<file path="src/rtl/addsub_serial_ctrl.sv">
// Nibble-serial WIDTH-bit add/subtract sequencer driving one 4-bit slice, LSB nibble first.
// Optional signed-overflow output enabled by defining OVF_DETECT_EN.
module addsub_serial_ctrl #(
  parameter int unsigned WIDTH = 16
) (
  input  logic             clk,
  input  logic             rst_n,
  input  logic             start,
  input  logic             sub,
  input  logic [WIDTH-1:0] a,
  input  logic [WIDTH-1:0] b,
  output logic             busy,
  output logic             done,
  output logic [WIDTH-1:0] result,
  output logic             carry_out
`ifdef OVF_DETECT_EN
  ,
  output logic             overflow
`endif
);

  localparam int unsigned NIB   = WIDTH / 4;
  localparam int unsigned CNT_W = (NIB > 1) ? $clog2(NIB) : 1;

  localparam logic [1:0] S_IDLE = 2'd0;
  localparam logic [1:0] S_RUN  = 2'd1;
  localparam logic [1:0] S_DONE = 2'd2;

  logic [1:0]       state_q, state_d;
  logic [WIDTH-1:0] a_q, a_d, b_q, b_d;
  logic [WIDTH-1:0] work_q, work_d;
  logic [WIDTH-1:0] result_q, result_d;
  logic [CNT_W-1:0] cnt_q, cnt_d;
  logic             sub_q, sub_d;
  logic             carry_q, carry_d;
  logic             cout_q, cout_d;
  logic             busy_q, busy_d;
  logic             done_q, done_d;
  logic [3:0]       b_x;
  logic [4:0]       slice;
`ifdef OVF_DETECT_EN
  logic             ovf_q, ovf_d;
  logic [3:0]       low3;
`endif

  // State and datapath registers
  always_ff @(posedge clk or negedge rst_n) begin
    if (!rst_n) begin
      state_q  <= S_IDLE;
      a_q      <= '0;
      b_q      <= '0;
      work_q   <= '0;
      result_q <= '0;
      cnt_q    <= '0;
      sub_q    <= 1'b0;
      carry_q  <= 1'b0;
      cout_q   <= 1'b0;
      busy_q   <= 1'b0;
      done_q   <= 1'b0;
`ifdef OVF_DETECT_EN
      ovf_q    <= 1'b0;
`endif
    end else begin
      state_q  <= state_d;
      a_q      <= a_d;
      b_q      <= b_d;
      work_q   <= work_d;
      result_q <= result_d;
      cnt_q    <= cnt_d;
      sub_q    <= sub_d;
      carry_q  <= carry_d;
      cout_q   <= cout_d;
      busy_q   <= busy_d;
      done_q   <= done_d;
`ifdef OVF_DETECT_EN
      ovf_q    <= ovf_d;
`endif
    end
  end

  // Next-state, slice operation and output register inputs
  always_comb begin
    state_d  = state_q;
    a_d      = a_q;
    b_d      = b_q;
    work_d   = work_q;
    result_d = result_q;
    cnt_d    = cnt_q;
    sub_d    = sub_q;
    carry_d  = carry_q;
    cout_d   = cout_q;
    b_x      = b_q[3:0] ^ {4{sub_q}};
    slice    = 5'(a_q[3:0]) + 5'(b_x) + 5'(carry_q);
`ifdef OVF_DETECT_EN
    ovf_d    = ovf_q;
    low3     = 4'(a_q[2:0]) + 4'(b_x[2:0]) + 4'(carry_q);
`endif

    case (state_q)
      S_IDLE: begin
        if (start) begin
          state_d = S_RUN;
          a_d     = a;
          b_d     = b;
          sub_d   = sub;
          carry_d = sub;
          cnt_d   = '0;
          work_d  = '0;
        end
      end
      S_RUN: begin
        // Operands shift down so the active nibble is always at [3:0]
        a_d     = a_q >> 4;
        b_d     = b_q >> 4;
        work_d  = {slice[3:0], work_q[WIDTH-1:4]};
        carry_d = slice[4];
        cnt_d   = cnt_q + CNT_W'(1);
        if (cnt_q == CNT_W'(NIB - 1)) begin
          state_d  = S_DONE;
          result_d = {slice[3:0], work_q[WIDTH-1:4]};
          cout_d   = slice[4];
`ifdef OVF_DETECT_EN
          ovf_d    = low3[3] ^ slice[4];
`endif
        end
      end
      S_DONE:  state_d = S_IDLE;
      default: state_d = S_IDLE;
    endcase

    busy_d = (state_d != S_IDLE);
    done_d = (state_d == S_DONE);
  end

  assign busy      = busy_q;
  assign done      = done_q;
  assign result    = result_q;
  assign carry_out = cout_q;
`ifdef OVF_DETECT_EN
  assign overflow  = ovf_q;
`endif

endmodule

</file>
<file path="config.mk">
export PLATFORM = sky130hd
export DESIGN_NAME = addsub_serial_ctrl
export DESIGN_NICKNAME = d
export VERILOG_FILES = /design/src/rtl/addsub_serial_ctrl.sv
export SDC_FILE = /design/constraint.sdc
export NUM_CORES = 1
export LEC_CHECK = 0
export ABC_AREA = 1
export BUFFER_PORTS_ARGS = -buffer_cell sky130_fd_sc_hd__buf_4
export CAP_MARGIN = 40
export CORE_ASPECT_RATIO = 0.9
export CORE_MARGIN = 10
export CORE_UTILIZATION = 45
export CTS_BUF_LIST = sky130_fd_sc_hd__clkbuf_16
export CTS_CLUSTER_DIAMETER = 60
export DETAILED_ROUTE_END_ITERATION = 10
export GPL_ROUTABILITY_DRIVEN = 0
export GPL_TIMING_DRIVEN = 0
export HOLD_SLACK_MARGIN = 0.12
export PLACE_DENSITY = 0.69
export REMOVE_ABC_BUFFERS = 1
export SKIP_LAST_GASP = 1
export SYNTH_ARGS = -nofsm -noshare
export SYNTH_HDL_FRONTEND = slang
export SYNTH_SLANG_ARGS = --single-unit
</file>
<file path="constraint.sdc">
create_clock -name clk -period 2.74 [get_ports clk]
set_input_delay 0.137 -clock clk [delete_from_list [all_inputs] [get_ports clk]]
set_output_delay 0.137 -clock clk [all_outputs]
set_load 0.02 [all_outputs]
</file>
Word level (Yosys, flattened, before mapping)
Index checks and enable logic that the tools add are counted.
Storage, ports and cells
  bits in registers: 73
  input bits: 36
  output and inout port bits: 19
  logic and storage cells: 38
Cells by class
  add/sub/neg operators: 3
  eq/ne operators: 4
  mux-type cells: 13
  bitwise logic cells: 1
  reduce and logical (&&, ||, !) cells: 6
Operator list (number)
  16-bit case mux with 2 select lines: 3
  16-bit 2-to-1 mux: 3
  2-bit case mux with 2 select lines: 2
  2-bit 2-to-1 mux: 3
  2-bit AND reduction: 3
  4-bit by 4-bit adder with 5-bit output: 1
  5-bit by 1-bit adder with 5-bit output: 1
  2-bit == test, second input constant: 2
  2-bit nonzero test: 2
  4-bit bitwise XOR: 1
  2-bit by 1-bit adder with 2-bit output, second input constant: 1
  2-bit by 1-bit == test with 1-bit output, second input constant: 1
  2-bit zero test: 1
  2-bit inequality test, second input constant: 1
  1-bit case mux with 2 select lines: 1
  1-bit 2-to-1 mux: 1

Longest topological paths before layout
Gate-level depths: netlist of run 1.
  depth after elaboration: 4
  mapped depth: 9
  mapped depth without buffers: 8

Least setup slack after synthesis of run 1
OpenSTA, ideal clock, no wires.
  path type: register -> register
  from: register sub_q
  to: register carry_q
  setup time: 69 ps
  arrival: 1776 ps
  data required time: 2671 ps
  setup slack: 895 ps
  stages on the path, launching flop included: 8
  buffers on the path: 1
  clock period less this slack: 1845 ps
  path through: dfrtp_1 > clkbuf_1 > xnor2_1 > fa_1 > fa_1 > o21ai_0 > nand2_1 > nand3_1
Between the ends
  cells in the longest elaborated chain, start to end: 4
Ends and longest elaborated chain
  start, declared: RTL line 34  | logic sub_q, sub_d;
  start signal, assigned: RTL line 70  | sub_q <= sub_d;
  4-bit bitwise XOR: RTL line 92  | b_x = b_q[3:0] ^ {4{sub_q}};
  4-bit by 4-bit adder with 5-bit output: RTL line 93  | slice = 5'(a_q[3:0]) + 5'(b_x) + 5'(carry_q);
  5-bit by 1-bit adder with 5-bit output: RTL line 93
  1-bit case mux with 2 select lines: RTL line 99  | case (state_q)
  end signal, assigned: RTL line 71  | carry_q <= carry_d;
  end, declared: RTL line 35  | logic carry_q, carry_d;
Every way passes these cells.
A chain may end at the register's enable or synchronous reset.

Worst setup path after layout of run 1
  from: register state_q[0]
  to: register carry_q
Between the ends
  cells in the longest elaborated chain, start to end: 3
  elaborated cells between the ends (all ways): 6
  classes of those cells: eq/ne (2); mux (1); reduce/logical (3)
Ends and longest elaborated chain
  start, declared: RTL line 29  | logic [1:0] state_q, state_d;
  start signal, assigned: RTL line 64  | state_q <= state_d;
  2-bit by 1-bit == test with 1-bit output / 2-bit zero test (equally long branches): RTL line 99
  2-bit nonzero test (no line) / 2-bit inequality test (equally long branches)
  2-bit AND reduction (no line)
Parallel ways exist; a longest one is shown, timed or not.

==> flow_metrics.tcl, run 1 <==
set metrics [dict create \
    crit_type "flip-flop to flip-flop" \
    start_util 0.4714 \
    synth_area_per_cell_sq_um 9.100 \
    drtIter0Drc 111 \
    ant_nets 0 \
    dp_hpwl_um 4234 \
    cp.depth 5 \
    finalWirelength_um 6652 \
    endpoint_kind "flip-flop" \
    final_cell_mix "nand2_1 (108), dfrtp_1 (69), buf_4 (54)" \
    synth_top_area_frac 0.5892 \
    gr-total-overflow 0 \
    cts_htree_levels 3 \
    core_area_sq_um 6216 \
    synth_area_leaders "dfrtp_1 (59%), nand2_1 (14%), a31oi_1 (5.1%)" \
    worstMarginPinSlew_ns 0.7414 \
    fin_skew_ns 0.004606 \
    hold_viol_final 0 \
    nFillCells 568 \
    path_delay_family "simple AND/OR/NAND/NOR gates" \
    timing.fmax_mhz 469.6 \
    cts-root-buf "clkbuf_16" \
    wl_per_cell_um 13.30 \
    final_common_cell "nand2_1" \
    num_vias 2366 \
    routed_via_density 4.732 \
    path_cells "nand2_2, nand2_2, inv_1, nand2_1, nand3_1" \
    antenna_found_initial 0 \
    setup_viol 0 \
    dieArea_sq_um 10140 \
    cts_made_buffers 9 \
    grt_max_degree 45 \
    grt_pass1_vias 2476 \
    vdd_ir_drop_max_uv 557.4 \
    antenna_cells 0 \
    fp.dieW_um 105.1 \
    timing.final.max_slew_violations 0 \
    worst_r2r_path_depth 5 \
    cp.required_ns 3.00 \
    syn_area_sq_um 2930 \
    fp.dieH_um 96.56 \
    startpoint_type "flip-flop" \
    tns_ns 0 \
    max_cap_violations 0 \
    cp_slowest_cell "nand2_2" \
    min_path_type "input pin to asynchronous set/reset pin" \
    syn_inst 322 \
    num_rows 27 \
    cts_resized 0 \
    maxSlewHeadroom 0.5040 \
    area_growth_pct 37.96 \
    cp_max_fo 37 \
    nets 450 \
    cts_num_sinks 69 \
    seq_area_frac_synth 0.5892 \
    rsz0062_at_grt "false" \
    track_usage 0.1411 \
    clk_latency_ns 0.33 \
    max_stage_delay_ns 0.57 \
    drt_pre_antenna_iters 4 \
    arrival_ns 2.39 \
    cts_tree "built" \
    ys_types 20 \
    synth_largest_area_cell "dfrtp_1" \
    status "completed" \
    leakage_uw 0.002021 \
    cp_num_buf_inv 1 \
    drcViolationCount 0 \
    setup_slack_ns 0.6103 \
    grt_pass1_wl_um 11590 \
    power_per_cell_area_nw_per_um2 1241 \
    cpMostUsedCell "nand2_2" \
    ioPinCount 55 \
    portBuffers 54 \
    synth_seq_cells 69 \
    finalCritPeriodShare 0.7773 \
    dp_slack_ns 0.6220 \
    layout-drive-gt1-share 0.1864 \
    yosysWarnings 0 \
    clock_tree.buffer_depth 2 \
    layout_min_cycle_time_ns 2.130 \
    clkTransAtPathRegs_ns 0.05 \
]
## registers in the layout, indices dropped and copies added, names as in the netlist
name,count
work_q,12
sub_q,1
carry_q,1
result,16
state_q,2
done,1
b_q,16
carry_out,1
busy,1
cnt_q,2
a_q,16
## cells by family after synthesis
family,after synthesis,share of synthesized area
AO/OA/AOI/OAI,55,0.1089
AND/OR/NAND/NOR,144,0.1904
adder cells (fa/ha/maj),6,0.03074
buffers and inverters,43,0.06575
XOR/XNOR,5,0.01495
flip-flops,69,0.5892
## final cells by class
cell class,instances,area [sq um],share of cell area
Multi-Input combinational cell,210,1011,0.2501
Tap cell,87,108.9,0.02693
Clock inverter,7,57.56,0.01424
Timing Repair Buffer,92,815.8,0.2018
Clock buffer,9,225.2,0.05571
Inverter,26,97.59,0.02414
Sequential cell,69,1727,0.4271
## where the power goes
| group | internal, uW | switching [uW] | total [uW] |
|---|---|---|---|
| logic | 875 | 1300 | 2180 |
| clock network | 690 | 406 | 1100 |
| registers | 1500 | 245 | 1740 |
## cells in the mapped netlist
cell type  count
buf_6          1
o21ai_0       17
buf_2          7
o22ai_1       11
a31oi_1       24
ha_1           4
inv_2          1
nor2_2         2
nand2_2        2
buf_4          4
nand3_1        6
xor2_1         3
inv_1         25
nor2_1        26
fa_1           2
dfrtp_1       69
nand2_1      108
xnor2_1        2
clkbuf_1       5
a21oi_1        3
## through the flow
step           power [uW]  cell area (sq um)  hold slack (ns)  cells    util
6_report             5015               4043           0.2717    500  0.6504
5_1_grt              5454               4043           0.3040    500  0.6504
4_1_cts              5060               4043           0.2827    500  0.6504
3_5_place_dp         3903               3420          0.08456    450  0.5501
3_3_place_gp         3752               3349           0.3023    446  0.5388
2_1_floorplan        3177               2835          -0.1586    305       -
## worst paths after layout
kind / endpoint / slack (ns) / from
worst min-delay path: result[3]$_DFFE_PN0P_ / 0.27 / rst_n
min in group clk: b_q[12]$_DFFE_PN0P_ / 0.30 / start
worst min register to register: b_q[12]$_DFFE_PN0P_ / 0.47 / b_q[12]$_DFFE_PN0P_
worst max register to register: carry_q$_DFFE_PN0P_ / 0.61 / state_q[0]$_DFF_PN0_
worst max-delay path: carry_q$_DFFE_PN0P_ / 0.61 / state_q[0]$_DFF_PN0_
max in group asynchronous: b_q[2]$_DFFE_PN0P_ / 1.92 / rst_n
## per-layer routing
layer / wire, um / track usage
met5: 0 / 0
met4: 78 / 0.04795
met3: 451 / 0.06353
met2: 3130 / 0.2276
met1: 2991 / 0.1665
## timing repair
action                    in CTS  in global routing
hold endpoints to repair     103                  0
hold buffers                  34                  0
setup buffers                  0                  0
No activity file was read; power rests on OpenSTA's default activity.
==> run 2: changes to the inputs <==
--- a/config.mk
+++ b/config.mk
@@ -5,7 +5,7 @@
 export SDC_FILE = /design/constraint.sdc
 export NUM_CORES = 1
 export LEC_CHECK = 0
-export ABC_AREA = 1
+export ABC_AREA = 0
 export BUFFER_PORTS_ARGS = -buffer_cell sky130_fd_sc_hd__buf_4
 export CAP_MARGIN = 40
 export CORE_ASPECT_RATIO = 0.9
==> constraint.sdc (replaced) <==
create_clock -name clk -period 2 [get_ports clk]
set_input_delay 0.1 -clock clk [delete_from_list [all_inputs] [get_ports clk]]
set_output_delay 0.1 -clock clk [all_outputs]
set_load 0.02 [all_outputs]
==> flow_metrics.tcl, run 2 <==
set metrics [dict create \
    status "completed" \
    clock_tree.buffer_depth 2 \
    layout-drive-gt1-share 0.2674 \
    synth_seq_cells 69 \
    syn_area_sq_um 3082 \
    endpoint_kind "flip-flop" \
    maxUsedRoutingLayer "met4" \
    synth_largest_area_cell "dfrtp_1" \
    path_delay_family "adder cells" \
    whs_ns 0.2207 \
    cp_max_fo 2 \
    setup_viol 0 \
    clk_latency_ns 0.33 \
    timing.fmax_mhz 512.7 \
    final_common_cell "dfrtp_1" \
    dieArea_sq_um 10560 \
    portBuffers 54 \
    finalCritPeriodShare 0.9752 \
    finalWirelength_um 6990 \
    startpoint_type "flip-flop" \
    synth-simple-area-share 0.08161 \
    rsz0062_at_grt "true" \
    grt_pass1_wl_um 11840 \
    drtIter0Drc 54 \
    clkTransAtPathRegs_ns 0.06 \
    fp.dieH_um 98.51 \
    setup_slack_ns 0.04965 \
    antenna_found_initial 0 \
    ys_types 26 \
    synthAdderAreaFrac 0.02923 \
    wl_met3_um 442 \
    arrival_ns 2.18 \
    cts_num_sinks 69 \
    cts-root-buf "clkbuf_16" \
    yosysWarnings 0 \
    synth_top_family_by_area "multiplexers" \
    synth_area_leaders "dfrtp_1 (56%), mux2i_1 (7.8%), o21ai_0 (6.7%)" \
    wl_met1_um 3101 \
    worstMarginPinSlew_ns 0.6150 \
    max_stage_delay_ns 0.42 \
    antenna_cells 0 \
    drt_pre_antenna_iters 4 \
    final_cell_mix "dfrtp_1 (66), buf_4 (56), nand2_1 (41), o21ai_0 (41), dlygate4sd3_1 (34)" \
    drcViolationCount 0 \
    layout_min_cycle_time_ns 1.950 \
    max_cap_violations 0 \
    wl_per_cell_um 15.57 \
    grt_max_degree 45 \
    synth_area_per_cell_sq_um 11.54 \
    maxSlewHeadroom 0.5892 \
    vdd_ir_drop_max_uv 690.7 \
    cp_num_buf_inv 1 \
    synth_compound_area_frac 0.1234 \
    track_usage 0.1396 \
    cp_slowest_cell "dfrtp_2" \
    core_area_sq_um 6621 \
    synthMuxAreaShare 0.1425 \
    fin_skew_ns 0.005137 \
    synth_ff_type "dfrtp_1" \
    synth.most_common_cell "dfrtp_1" \
    grt_pass1_vias 2409 \
    gr-total-overflow 0 \
    cp.required_ns 2.23 \
    ys_top_cells_by_count "dfrtp_1 (69), nand2_1 (41), o21ai_0 (41)" \
    ioPinCount 55 \
    ys_async_sr_fraction 1.000 \
    timing.final.max_slew_violations 0 \
    power_per_cell_area_nw_per_um2 1696 \
    num_rows 28 \
    area_growth_pct 38.98 \
    ant_nets 0 \
    min_path_type "input pin to asynchronous set/reset pin" \
    hold_viol_final 0 \
    cts_htree_levels 3 \
    cts_made_buffers 9 \
    dp_hpwl_um 4422 \
    crit_type "flip-flop to flip-flop" \
    num_vias 2227 \
    synth_top_area_frac 0.5603 \
    path_cells "xnor2_1, fa_2, fa_1, inv_1, a21o_1, a21oi_1, a221oi_1" \
    syn_inst 267 \
    synth_edf_count 0 \
    fp.dieW_um 107.2 \
    seq_area_frac_synth 0.5603 \
    start_util 0.4654 \
    leakage_uw 0.002104 \
    nets 396 \
    routed_via_density 4.960 \
    cts_tree "built" \
    wl_met2_um 3360 \
    dp_slack_ns -0.4452 \
    synth_xor_area_frac 0.01705 \
]
-- run 2: cell count changes after synthesis, moves of 4 or more --
cell | before | now
a31oi_1 | 24 | 0
nor2_1 | 26 | 2
mux2i_1 | 0 | 24
nand3_1 | 6 | 0
mux2_4 | 0 | 11
nor2b_1 | 0 | 9
o22ai_1 | 11 | 0
inv_1 | 25 | 8
buf_6 | 1 | 5
a21oi_1 | 3 | 11
a22o_1 | 0 | 10
buf_4 | 4 | 0
nand2_1 | 108 | 41
o21ai_0 | 17 | 41
-- run 2: worst paths after layout --
kind / startpoint / endpoint / slack (ns) / cells after the start
worst max-delay path: sub_q$_DFFE_PN0P_ / carry_q$_DFFE_PN0P_ / 0.05 / 7
worst min-delay path: rst_n / result[1]$_DFFE_PN0P_ / 0.22 / 2
worst max register to register: sub_q$_DFFE_PN0P_ / carry_q$_DFFE_PN0P_ / 0.05 / 7
worst min register to register: a_q[8]$_DFFE_PN0P_ / a_q[8]$_DFFE_PN0P_ / 0.48 / 2
max in group asynchronous: rst_n / sub_q$_DFFE_PN0P_ / 1.22 / 3
min in group clk: start / b_q[12]$_DFFE_PN0P_ / 0.24 / 4
-- run 2: timing repair --
item / 4_1_cts / 5_1_grt
gates resized for setup: 3 / 1
pin swaps: 0 / 1
hold endpoints to repair: 102 / 0
setup endpoints to repair: 35 / 3
hold buffers: 34 / 0
gates cloned: 1 / 0
buffers inserted: 2 / 0
-- run 2: routing by layer --
layer  GRT usage  vias to the layer above
li1            -                     1087
met1      0.1618                     1073
met2      0.2272                       58
met3     0.05664                        9
met4     0.04995                        0
met5           0                        -
-- run 2: through the flow --
stage,utilization,instance area [sq um],cells,total power [uW],setup TNS [ns]
2_1_floorplan,-,2970,249,4379,-47.01
3_3_place_gp,0.5268,3488,393,5153,-106.26
3_5_place_dp,0.5395,3572,396,5373,-4.938
4_1_cts,0.6466,4282,449,7334,0
5_1_grt,0.6468,4283,449,7784,-0.02514
6_report,0.6468,4283,449,7265,0
-- run 2: cell families after synthesis --
logic type      after synthesis
mux                          38
xor+xnor                      6
buf+inv                      26
flops                        69
compound gates               66
fa+ha+maj                     6
simple gates                 56
-- run 2: final cells by class --
class	instances	area [sq um]
fill	531	2338
sequential	69	1730
multi-input combinational	173	1241
timing repair buffer	93	828.3
clock buffer	9	225.2
clock inverter	7	115.1
tap	90	112.6
inverter	8	30.03
-- run 2: power by group --
part           leakage (uW)  total, uW  switching [uW]  internal, uW
Combinational       0.00106       3020            1520          1490
Clock              0.000167       1800             586          1210
Sequential         0.000874       2450             436          2010
==> run 3: changes to the inputs <==
--- a/config.mk
+++ b/config.mk
@@ -6,7 +6,7 @@
 export NUM_CORES = 1
 export LEC_CHECK = 0
 export ABC_AREA = 0
-export BUFFER_PORTS_ARGS = -buffer_cell sky130_fd_sc_hd__buf_4
+export BUFFER_PORTS_ARGS = -buffer_cell sky130_fd_sc_hd__clkbuf_2
 export CAP_MARGIN = 40
 export CORE_ASPECT_RATIO = 0.9
 export CORE_MARGIN = 10
@@ -18,8 +18,10 @@
 export GPL_TIMING_DRIVEN = 0
 export HOLD_SLACK_MARGIN = 0.12
 export PLACE_DENSITY = 0.69
+export RECOVER_POWER = 50
 export REMOVE_ABC_BUFFERS = 1
 export SKIP_LAST_GASP = 1
 export SYNTH_ARGS = -nofsm -noshare
 export SYNTH_HDL_FRONTEND = slang
 export SYNTH_SLANG_ARGS = --single-unit
+export TNS_END_PERCENT = 100
==> flow_metrics.tcl, run 3 (synthesized netlist as in run 2, its figures left out) <==
set metrics [dict create \
    hold_viol_final 0 \
    routed_via_density 4.878 \
    status "completed" \
    power_uw 7269 \
    hold_path_depth 4 \
    timing.final.max_slew_violations 0 \
    grt_max_degree 45 \
    cts_htree_levels 3 \
    grt_pass1_wl_um 11640 \
    worstMarginPinSlew_ns 1.446 \
    startpoint_type "flip-flop" \
    min_path_type "input pin to flip-flop" \
    leakage_uw 0.002057 \
    drt_pre_antenna_iters 4 \
    finalWirelength_um 6659 \
    finalCritPeriodShare 0.9619 \
    dieArea_sq_um 10560 \
    clkTransAtPathRegs_ns 0.05 \
    max_cap_violations 0 \
    ant_nets 0 \
    setup_viol 0 \
    drtIter0Drc 65 \
    rsz0062_at_grt "true" \
    portBuffers 54 \
    nFillCells 517 \
    grt_pass1_vias 2434 \
    fin_cells 450 \
    antenna_found_initial 0 \
    cts_tree "built" \
    cp.depth 7 \
    drcViolationCount 0 \
    path_cells "buf_4, xor2_1, ha_1, nand2_1, o21ai_0, xor2_1, mux2_2" \
    clk_latency_ns 0.33 \
    power_per_cell_area_nw_per_um2 1738 \
    crit_type "flip-flop to flip-flop" \
    fp.dieH_um 98.51 \
    cts_num_sinks 69 \
    dp_slack_ns -0.4695 \
    cts-root-buf "clkbuf_16" \
    final_common_cell "dfrtp_1" \
    clock_tree.buffer_depth 2 \
    ioPinCount 55 \
    wl_per_cell_um 14.80 \
    arrival_ns 2.13 \
    cp_slowest_cell "dfrtp_2" \
    gr-total-overflow 0 \
    cts_made_buffers 9 \
    cpMostUsedCell "xor2_1" \
    max_stage_delay_ns 0.40 \
    final_cell_mix "dfrtp_1 (67), clkbuf_2 (45), nand2_1 (41), o21ai_0 (41), dlygate4sd3_1 (34)" \
    layout-drive-gt1-share 0.2472 \
    nets 397 \
    place_inst 396 \
    cp_num_buf_inv 1 \
    fin_skew_ns 0.005231 \
    fp.dieW_um 107.2 \
    num_rows 28 \
    cp.required_ns 2.21 \
    cp_max_fo 4 \
    timing.fmax_mhz 519.8 \
    vdd_ir_drop_max_uv 892.7 \
    path_delay_family "flip-flops" \
    num_vias 2195 \
    start_util 0.4654 \
    core_area_sq_um 6621 \
    antenna_cells 0 \
    track_usage 0.1346 \
    area_growth_pct 35.73 \
    setup_slack_ns 0.07617 \
    layout_min_cycle_time_ns 1.924 \
    endpoint_kind "flip-flop" \
    final_util 0.6317 \
    worst_r2r_path_depth 7 \
    maxSlewHeadroom 0.03584 \
    dp_hpwl_um 4332 \
]
-- run 3: through the flow --
step           area [sq um]    TNS, ns  hold slack, ns
2_1_floorplan          2970     -47.01         -0.1956
3_3_place_gp           3353    -106.42          0.3571
3_5_place_dp           3447     -5.469         0.07111
4_1_cts                4188          0          0.2636
5_1_grt                4183  -0.007148          0.3745
6_report               4183          0          0.3410
-- run 3: per-layer routing --
metal	vias to the layer above	share of wire	wire length, um	GRT usage
met1	1042	0.46	3065	0.1649
met2	56	0.45	3027	0.2094
li1	1089	-	-	-
met3	8	0.072	477	0.06120
met4	0	0.013	89	0.03642
met5	-	0	0	0
-- run 3: area by class of cell --
| type | instances | area (sq um) | share of cell area |
|---|---|---|---|
| multi-input combinational | 173 | 1250 | 0.2988 |
| clock inverter | 7 | 138.9 | 0.03320 |
| inverter | 8 | 30.03 | 0.007179 |
| tap | 90 | 112.6 | 0.02692 |
| clock buffer | 9 | 225.2 | 0.05384 |
| timing repair buffer | 94 | 696.9 | 0.1666 |
| sequential | 69 | 1729 | 0.4134 |
-- run 3: worst reg2reg max path, stage by stage, from the launching register on --
cell and delay [ns]:
dfrtp_2 0.40, buf_4 0.15, xor2_1 0.16, ha_1 0.36
nand2_1 0.07, o21ai_0 0.26, xor2_1 0.14, mux2_2 0.28
-- run 3: repair_timing --
action                                 4_1_cts  5_1_grt
endpoints found under the hold margin      102        0
cloned                                       1        0
buffers inserted                             3        0
hold buffers                                34        0
gates resized for setup                      3        2
setup endpoints to repair                   35        1
pin swaps                                    0        1
-- run 3: where the power goes --
part	switching, uW	internal (uW)	total [uW]
logic	1520	1400	2920
clock network	574	1340	1910
registers	421	2010	2430
-- run 3: final timing paths --
check,from,to,slack [ns]
worst max-delay path,sub_q$_DFFE_PN0P_,result[15]$_DFFE_PN0P_,0.08
worst min-delay path,start,a_q[13]$_DFFE_PN0P_,0.34
worst max register to register,sub_q$_DFFE_PN0P_,result[15]$_DFFE_PN0P_,0.08
worst min register to register,b_q[10]$_DFFE_PN0P_,b_q[10]$_DFFE_PN0P_,0.48
max in group asynchronous,rst_n,sub_q$_DFFE_PN0P_,0.44
min in group asynchronous,rst_n,result[1]$_DFFE_PN0P_,0.65
